### src/rtl/rr_mux4way16.sv
// Round-robin merge of four 16-bit source channels into one registered output slot.
// The grant pointer rotates past the most recently granted channel, so every requester is served in turn.
module rr_mux4way16 (
  input  logic        clk,
  input  logic        reset,
  input  logic [15:0] in0,
  input  logic [15:0] in1,
  input  logic [15:0] in2,
  input  logic [15:0] in3,
  input  logic [3:0]  valid_in,
  output logic [3:0]  ready_out,
  output logic [15:0] out,
  output logic [1:0]  out_sel,
  output logic        out_valid,
  input  logic        out_ready,
  output logic [15:0] count
);

  // state | meaning
  // EMPTY | output slot holds no undelivered word
  // FULL  | out/out_sel hold a word waiting for the sink
  typedef enum logic {EMPTY = 1'b0, FULL = 1'b1} state_t;

  state_t      state_q, state_d;
  logic [15:0] out_q, out_d;
  logic [1:0]  sel_q, sel_d;
  logic [1:0]  last_q, last_d;
  logic [15:0] count_q, count_d;

  logic [1:0]  cand;
  logic [1:0]  grant_idx;
  logic        grant_any;
  logic        can_accept;
  logic        src_xfer;
  logic [15:0] grant_data;

  // Search starts one past the last grant and wraps, giving a rotating priority.
  always_comb begin
    grant_any = 1'b0;
    grant_idx = last_q;
    cand      = 2'b00;
    for (int k = 1; k <= 4; k++) begin
      cand = last_q + 2'(k);
      if (!grant_any && valid_in[cand]) begin
        grant_any = 1'b1;
        grant_idx = cand;
      end
    end
  end

  always_comb begin
    grant_data = in0;
    case (grant_idx)
      2'd0: grant_data = in0;
      2'd1: grant_data = in1;
      2'd2: grant_data = in2;
      2'd3: grant_data = in3;
      default: grant_data = in0;
    endcase
  end

  assign can_accept = (state_q == EMPTY) || out_ready;
  // Gated by reset so no grant is offered while the block is held in reset.
  assign ready_out  = (grant_any && can_accept && !reset) ? (4'b0001 << grant_idx) : 4'b0000;
  assign src_xfer   = |ready_out;

  always_comb begin
    state_d = state_q;
    out_d   = out_q;
    sel_d   = sel_q;
    last_d  = last_q;
    count_d = count_q;
    if (src_xfer) begin
      state_d = FULL;
      out_d   = grant_data;
      sel_d   = grant_idx;
      last_d  = grant_idx;
      count_d = count_q + 16'd1;
    end else if (state_q == FULL && out_ready) begin
      state_d = EMPTY;
    end
  end

  always_ff @(posedge clk or posedge reset) begin
    if (reset) begin
      state_q <= EMPTY;
      out_q   <= 16'h0000;
      sel_q   <= 2'b00;
      last_q  <= 2'b11;
      count_q <= 16'h0000;
    end else begin
      state_q <= state_d;
      out_q   <= out_d;
      sel_q   <= sel_d;
      last_q  <= last_d;
      count_q <= count_d;
    end
  end

  assign out       = out_q;
  assign out_sel   = sel_q;
  assign out_valid = (state_q == FULL);
  assign count     = count_q;

endmodule

### config.mk
export PLATFORM = sky130hd
export DESIGN_NAME = rr_mux4way16
export DESIGN_NICKNAME = d
export VERILOG_FILES = /design/src/rtl/rr_mux4way16.sv
export SDC_FILE = /design/constraint.sdc
export NUM_CORES = 1
export LEC_CHECK = 0
export CORE_MARGIN = 4
export CORE_UTILIZATION = 40
export DETAILED_ROUTE_END_ITERATION = 16
export PLACE_DENSITY = 0.89
export REMOVE_ABC_BUFFERS = 1
export SYNTH_ARGS = -nofsm -noshare
export SYNTH_HDL_FRONTEND = slang
export SYNTH_SLANG_ARGS = --single-unit
### constraint.sdc
create_clock -name clk -period 2.8 [get_ports clk]
set_clock_uncertainty 0.15 [all_clocks]
set_input_delay 0.56 -clock clk [delete_from_list [all_inputs] [get_ports clk]]
set_output_delay 0.56 -clock clk [all_outputs]
set_load 0.005 [all_outputs]
==> impl_metrics.toml, run 1 <==
[routing]
vias = 2132
vias_per_cell = 5.11
wl_um = 6390
firstDrtPassIters = 4
drt-initial-drc-count = 103
final_antenna_net_count = 0
wl_per_cell_um = 15.3
drc_errors = 0

[sta]
fin_ws_ns = 0.0898
slew_headroom_pct = 68.7
tightestPinTransition_ns = 0.463
grt_setup_unrepaired = "false"
fmax_mhz = 369
min_period_over_period_pct = 96.8
holdWs_ns = 0.330
slew_violations = 0
setup_tns_ns = 0
period_minus_slack_ns = 2.71
setup_viol = 0
hold_viol = 0

[yosys]
synth_area_leaders = "dfrtp_1 (40%), a221oi_2 (8.9%), mux2i_1 (6.0%)"
ys.flop_type = "dfrtp_1"
ys_warn_count = 0
ys_ff_latch = 37
ys_async_sr_fraction_pct = 100
synth_top_area_share_pct = 40.1
mappedNetlistArea_sq_um = 2180
synthCells = 222
synth_common_cells = "dfrtp_1 (35), nand2_1 (28), nor2_1 (16)"
yosysTopAreaCell = "dfrtp_1"
seq_area_frac_synth_pct = 42.5
ys_types = 36
synth_edf_count = 0
avgSynthCellArea_sq_um = 9.83
yosysMostFrequentCell = "dfrtp_1"

[power]
vdd_drop_max_uv = 607
p_per_area_nw_per_um2 = 634
p_leak_nw = 1.54
power.total_mw = 2.27

[clocking]
cts_buffers = 5
cts_buffer_depth = 2
clkTransAtPathRegs_ns = 0.07
clk_latency_ns = 0.28
cts_root_buf = "clkbuf_8"
clock-sinks = 37
cts_tree = "done"
cts-htree-levels = 2
cts_hold_buf = 0

[finish]
drive_above_1_share_pct = 17.3
nets = 418
seq_area_sq_um = 928
multi_input_area_sq_um = 1180
fillers = 430
final_cell_count_no_fill = 417
fin_area_sq_um = 3580
diodes = 0
area_growth_pct = 63.9
utilization_pct = 68.7

[setup_path]
worstSetupEndpointType = "output pin"
critPathLaunchType = "input port"
cp_max_fo = 4
max_stage_delay_ns = 0.45
cp_common_cell = "buf_4"
critPathKind = "in2out"
crit_slowest_cell = "clkdlybuf4s50_1"
critical_path_arrival_ns = 2.00
cp_data_required_time_ns = 2.09
path_cells = "clkdlybuf4s50_1 > nor2b_1 > buf_4 > nor3_4 > o21ai_2 > buf_4 > nor2_1 > dlygate4sd2_1"

[die]
dieArea_sq_um = 6700
start_util_pct = 41.9
ios = 110
core_area_sq_um = 5200
rows = 26
fp.dieW_um = 81.9
die_h_um = 81.9

[place]
placed_cells = 407
dp_hpwl_um = 4990
numPortBuffers = 109
placed_cell_area_sq_um = 3440
pre_cts_ws_ns = -0.408
place.gp.congestion = 0.760

[global_route]
grt_antenna_before_repair = 0
grt_pass1_wl_um = 9980
grt_overflow_total = 0
track_usage_pct = 19.4
grt_pass1_vias = 2195
grt_max_degree = 23

[hold_path]
hold_class = "reg2reg"

[status]
status = "complete, no violations"

[run]
max-cap-violations = 0
[flip-flops by register name (all words and copies together) (netlist names)]
signal	flops
out_sel	2
last_q	2
out_valid	1
count	16
out	16
[routing by layer]
metal	wire [um]	vias up	track usage, %	part of all wire, %
met4	48	0	3.99	0.75
met3	498	5	4.39	7.8
met5	0	-	0	0
li1	-	1040	-	-
met1	2630	1013	23.7	41
met2	3210	74	34.7	50
[critical path: cells and delay by family]
family,cells,cell delay [ns]
AND/OR/NAND/NOR,3,0.31
buffers and inverters,4,1.01
AO/OA/AOI/OAI,1,0.12
[worst paths after layout]
path | start | to | cells past startpoint | slack [ns]
setup / recovery | out_ready | ready_out[1] | 8 | 0.09
hold / removal | count[15] | count[15] | 1 | 0.33
setup reg to reg | last_q[0] | out[9] | 5 | 0.68
hold reg to reg | count[15] | count[15] | 1 | 0.33
max in group asynchronous | reset | last_q[1] | 4 | 1.24
min in group asynchronous | reset | count[8] | 3 | 0.63
[cells by family after synthesis]
group	count (synthesis)	synth area share, %
compound gates	48	20.0
fa+ha+maj	1	0.573
simple gates	81	19.2
flops	37	42.5
buf+inv	27	5.79
mux	13	5.96
xor+xnor	15	6.02
[what timing repair did]
action,CTS,global route
endpoints found under the setup margin,4,2
pin swaps,2,2
gates resized for setup,18,4
setup buffers,2,0
[power breakdown]
| part | total [mW] | internal (mW) | switching [mW] |
|---|---|---|---|
| logic | 1.08 | 0.638 | 0.444 |
| registers | 0.822 | 0.697 | 0.125 |
| clock network | 0.362 | 0.175 | 0.187 |
| total | 2.27 | 1.51 | 0.756 |
[cells in the final DEF, fill, tap and decap left out, types with 3 or more instances in the layout]
| cell | instances |
|---|---|
| o21ai_1 | 7 |
| nand3_1 | 3 |
| nand2b_1 | 3 |
| a221oi_2 | 13 |
| clkbuf_8 | 5 |
| clkdlybuf4s50_1 | 101 |
| o21ai_0 | 8 |
| dlygate4sd2_1 | 7 |
| nor2_1 | 16 |
| and3_1 | 3 |
| and4_1 | 5 |
| o221ai_2 | 4 |
| o211ai_1 | 5 |
| xnor2_1 | 11 |
| mux2i_1 | 13 |
| xor2_1 | 4 |
| dfrtp_1 | 35 |
| buf_4 | 21 |
| inv_1 | 13 |
| a31oi_1 | 5 |
| nand2_1 | 28 |
[area by class of cell]
type	instances	share of cell area, %
clock buffers	6	2.03
clock inverters	2	0.420
inverters	13	1.36
multi-input cells	158	32.9
flip-flops and latches	37	26.0
well taps	70	2.45
repair buffers	131	34.8
(Power assumes the default switching activity.)
==> run 2: changes to the inputs <==
Settings changed: PLACE_DENSITY 0.89 to 0.8.
==> impl_metrics.toml, run 2 (synthesis results as in run 1) <==
[clocking]
cts_root_buf = "clkbuf_8"
cts_buffers = 5
cts_buffer_depth = 2
clkTransAtPathRegs_ns = 0.07
clk_latency_ns = 0.29
cts_tree = "done"
cts_hold_buf = 0
clock-sinks = 37
cts-htree-levels = 2

[sta]
min_period_over_period_pct = 97.8
hold_viol = 0
slew_violations = 0
holdWs_ns = 0.339
setup_viol = 0
slew_headroom_pct = 71.1
tightestPinTransition_ns = 0.427
period_minus_slack_ns = 2.74
fmax_mhz = 365

[finish]
layout_common_cells = "clkdlybuf4s50_1 (101), dfrtp_1 (35), nand2_1 (28), buf_4 (25), nor2_1 (16)"
fin_area_sq_um = 3590
diodes = 0
utilization_pct = 69.0
area_growth_pct = 64.6
drive_above_1_share_pct = 17.7
mostFrequentLayoutCell = "clkdlybuf4s50_1"
nets = 421

[place]
place.gp.congestion = 0.800
numPortBuffers = 109
placed_cell_area_sq_um = 3470
dp_hpwl_um = 5220

[setup_path]
rrSetupSlack_ns = 0.58
r2r-end = "out[9]"
worstSetupEndpointType = "output pin"
reg2reg_depth = 6
critPathLaunchType = "input port"
cp_data_required_time_ns = 2.09
cp_max_fo = 4
critPathKind = "in2out"
critical_path_arrival_ns = 2.03
reg2reg_from = "last_q[0]"

[routing]
drt-initial-drc-count = 76
wl_per_cell_um = 15.8
vias = 2124
final_antenna_net_count = 0
wl_um = 6630
firstDrtPassIters = 4
vias_per_cell = 5.06
drc_errors = 0

[die]
dieArea_sq_um = 6700
start_util_pct = 41.9
die_h_um = 81.9
core_area_sq_um = 5200
rows = 26
ios = 110
fp.dieW_um = 81.9

[global_route]
grt_pass1_vias = 2169
track_usage_pct = 20.7
grt.met1_usage_pct = 23.6
grtUsageMet2_pct = 38.5
grt_overflow_total = 0
grt_antenna_before_repair = 0
grt_max_degree = 23
gr-usage-met3_pct = 4.82
top_usage_layer = "met2"
grt_pass1_wl_um = 10600

[hold_path]
worstHoldStart = "out_sel[1]"
hold_class = "reg2reg"
worstHoldPathCells = 2
holdPathEnd = "out_sel[1]"

[power]
clkPwrFrac_pct = 16.1
p_per_area_nw_per_um2 = 633
power.internal_mw = 1.51
p_comb_share_pct = 47.8
p_leak_nw = 1.54
vdd_drop_max_uv = 388
pwr-share-seq_pct = 36.1
swShare_pct = 33.5
p_sw_mw = 0.762

[run]
max-cap-violations = 0

[status]
status = "complete, no violations"
==> run 2: cell count changes in the layout (fill, tap and decap cells not counted), sizes merged <==
cell	change
dlygate4sd2	-1
clkdlybuf4s15	+1
buf	+3
==> run 2: worst max-delay path, stage by stage <==
cell             delay, ns
clkdlybuf4s50_1       0.46
nor2b_1               0.07
buf_4                 0.16
nor3_4                0.22
o21ai_2               0.10
nor2b_1               0.17
dlygate4sd2_1         0.30
==> run 2: routing by layer <==
metal / vias up / part of all wire, %
met5: - / 0
met4: 0 / 0.92
met3: 6 / 7.3
met1: 993 / 40
met2: 76 / 51
li1: 1049 / -
==> run 2: cell type report <==
cell class | instances | area [sq um]
Timing Repair Buffer | 134 | 1270
Clock buffer | 6 | 72.6
Fill cell | 436 | 1610
Sequential cell | 37 | 928
Multi-Input combinational cell | 158 | 1170
Clock inverter | 2 | 15.0
Tap cell | 70 | 87.6
Inverter | 13 | 48.8
==> run 2: power by group through the flow <==
stage          registers [mW]  clock network [mW]  logic, mW
2_1_floorplan           0.824                   0      0.462
3_3_place_gp            0.820                   0       1.06
3_5_place_dp            0.828                   0       1.08
4_1_cts                 0.822               0.376       1.09
5_1_grt                 0.849               0.401       1.19
6_report                0.821               0.365       1.09
==> run 2: metrics by stage <==
step | setup WS, ns | setup TNS [ns] | total power [mW] | instances
2_1_floorplan | -0.647 | -3.67 | 1.29 | 208
3_3_place_gp | -0.355 | -1.26 | 1.88 | 411
3_5_place_dp | -0.386 | -1.36 | 1.91 | 411
4_1_cts | 0.0315 | 0 | 2.28 | 420
5_1_grt | -0.00948 | -0.00991 | 2.44 | 420
6_report | 0.0620 | 0 | 2.27 | 420
==> run 2: repair_timing <==
| action | CTS | global route |
|---|---|---|
| setup endpoints to repair | 4 | 3 |
| pin swaps | 3 | 2 |
| resized for setup | 12 | 8 |
| setup buffers | 1 | 0 |
==> run 2: worst max-delay path by stage <==
stage / startpoint / to / slack [ns]
floorplan: valid_in[3] / ready_out[0] / -0.65
finish: out_ready / ready_out[0] / 0.06
CTS: out_ready / ready_out[1] / 0.03
detailed placement: valid_in[2] / ready_out[2] / -0.39
global placement: valid_in[0] / ready_out[1] / -0.36
global route: out_ready / ready_out[1] / -0.009
==> run 3: changes to the inputs <==
Settings changed: CORE_MARGIN 4 to 10, CORE_UTILIZATION 40 to 36, PLACE_DENSITY 0.8 to 0.76.
Clock period 2.8 ns to 2.5 ns, I/O delays scaled along.
==> impl_metrics.toml, run 3 (synthesis results as in run 1) <==
[power]
p_leak_nw = 1.60
vdd_drop_max_uv = 368
p_per_area_nw_per_um2 = 714
power.total_mw = 2.63

[routing]
vias = 2211
vias_per_cell = 5.12
wl_um = 7300
drt-initial-drc-count = 81
firstDrtPassIters = 5
drc_errors = 0
wl_per_cell_um = 16.9
final_antenna_net_count = 0

[setup_path]
critical_path_arrival_ns = 1.80
worstSetupEndpointType = "output pin"
cp_data_required_time_ns = 1.85
cp_max_fo = 2
critPathKind = "in2out"
critPathLaunchType = "input port"
reg2reg_depth = 6

[die]
ios = 110
core_area_sq_um = 5890
rows = 28
fp.dieW_um = 97.9
dieArea_sq_um = 9580
die_h_um = 97.9
start_util_pct = 37.1

[place]
place.gp.congestion = 0.805
dp_hpwl_um = 5600
placed_cells = 420
numPortBuffers = 109

[run]
max-cap-violations = 0

[finish]
layout_common_cells = "clkdlybuf4s50_1 (100), dfrtp_1 (35), buf_4 (32), nand2_1 (28), nor2_1 (16)"
diodes = 0
nets = 428
drive_above_1_share_pct = 22.1
final_cell_count_no_fill = 432
mostFrequentLayoutCell = "clkdlybuf4s50_1"
area_growth_pct = 69.1

[clocking]
cts_buffers = 5
cts_tree = "done"
cts-htree-levels = 2
cts_buffer_depth = 2
clkTransAtPathRegs_ns = 0.08
clk_latency_ns = 0.30
cts_hold_buf = 0
cts_root_buf = "clkbuf_8"
clock-sinks = 37

[sta]
min_period_over_period_pct = 98.1
setup_viol = 0
setup_tns_ns = 0
grt_setup_unrepaired = "false"
fmax_mhz = 408
tightestPinTransition_ns = 0.305
slew_violations = 0
period_minus_slack_ns = 2.45
slew_headroom_pct = 79.4
hold_viol = 0

[status]
status = "complete, no violations"

[hold_path]
worstHoldPathCells = 2
hold_class = "reg2reg"

[global_route]
grt_antenna_before_repair = 0
grt_max_degree = 24
grt_pass1_vias = 2362
grt_overflow_total = 0
track_usage_pct = 14.7
grt_pass1_wl_um = 11800
## run 3: path summary, 6_finish.rpt
| check | from | endpoint | slack [ns] |
|---|---|---|---|
| worst max-delay path | reset | ready_out[2] | 0.05 |
| worst min-delay path | out_sel[1] | out_sel[1] | 0.33 |
| worst max register to register | last_q[0] | out[9] | 0.33 |
| worst min register to register | out_sel[1] | out_sel[1] | 0.33 |
| max in group asynchronous | reset | last_q[0] | 1.30 |
| min in group asynchronous | reset | count[1] | 0.59 |
## run 3: layer usage
layer | wire length, um | track usage (%) | vias up | part of all wire [%]
li1 | - | - | 1059 | -
met3 | 611 | 5.71 | 15 | 8.4
met5 | 0 | 0 | - | 0
met1 | 2980 | 17.1 | 1042 | 41
met2 | 3540 | 24.1 | 95 | 48
met4 | 169 | 5.15 | 0 | 2.3
## run 3: through the flow
step	setup WS [ns]	hold slack (ns)	cell area, sq um	utilization, %
2_1_floorplan	-0.827	0.318	2100	-
3_3_place_gp	-0.562	0.310	3500	59.5
3_5_place_dp	-0.610	0.318	3500	59.5
4_1_cts	0.0228	0.339	3670	62.4
5_1_grt	0.00223	0.352	3690	62.7
6_report	0.0474	0.334	3690	62.7
## run 3: critical path, stage by stage
cell and delay [ns]:
clkdlybuf4s50_1 0.44, or3_4 0.40, nor3_4 0.21, and2_1 0.14, buf_2 0.12
## run 3: where the power goes
group          total (mW)  internal (mW)  leakage [nW]  switching, mW
logic                1.28          0.753          1.09          0.532
registers           0.917          0.780         0.458          0.137
clock network       0.432          0.198        0.0481          0.234
total                2.63           1.73          1.60          0.903
## run 3: what timing repair did
| action | CTS | global route |
|---|---|---|
| pin swaps | 7 | 2 |
| resized for setup | 33 | 8 |
| setup buffers | 3 | 1 |
| endpoints found under the setup margin | 4 | 4 |
## run 3: layout make-up
type / instances / area [sq um]
clock buffers: 5 / 68.8
clock inverters: 3 / 22.5
fillers: 512 / 2200
inverters: 13 / 48.8
multi-input cells: 158 / 1220
flip-flops and latches: 37 / 928
well taps: 75 / 93.8
repair buffers: 141 / 1310
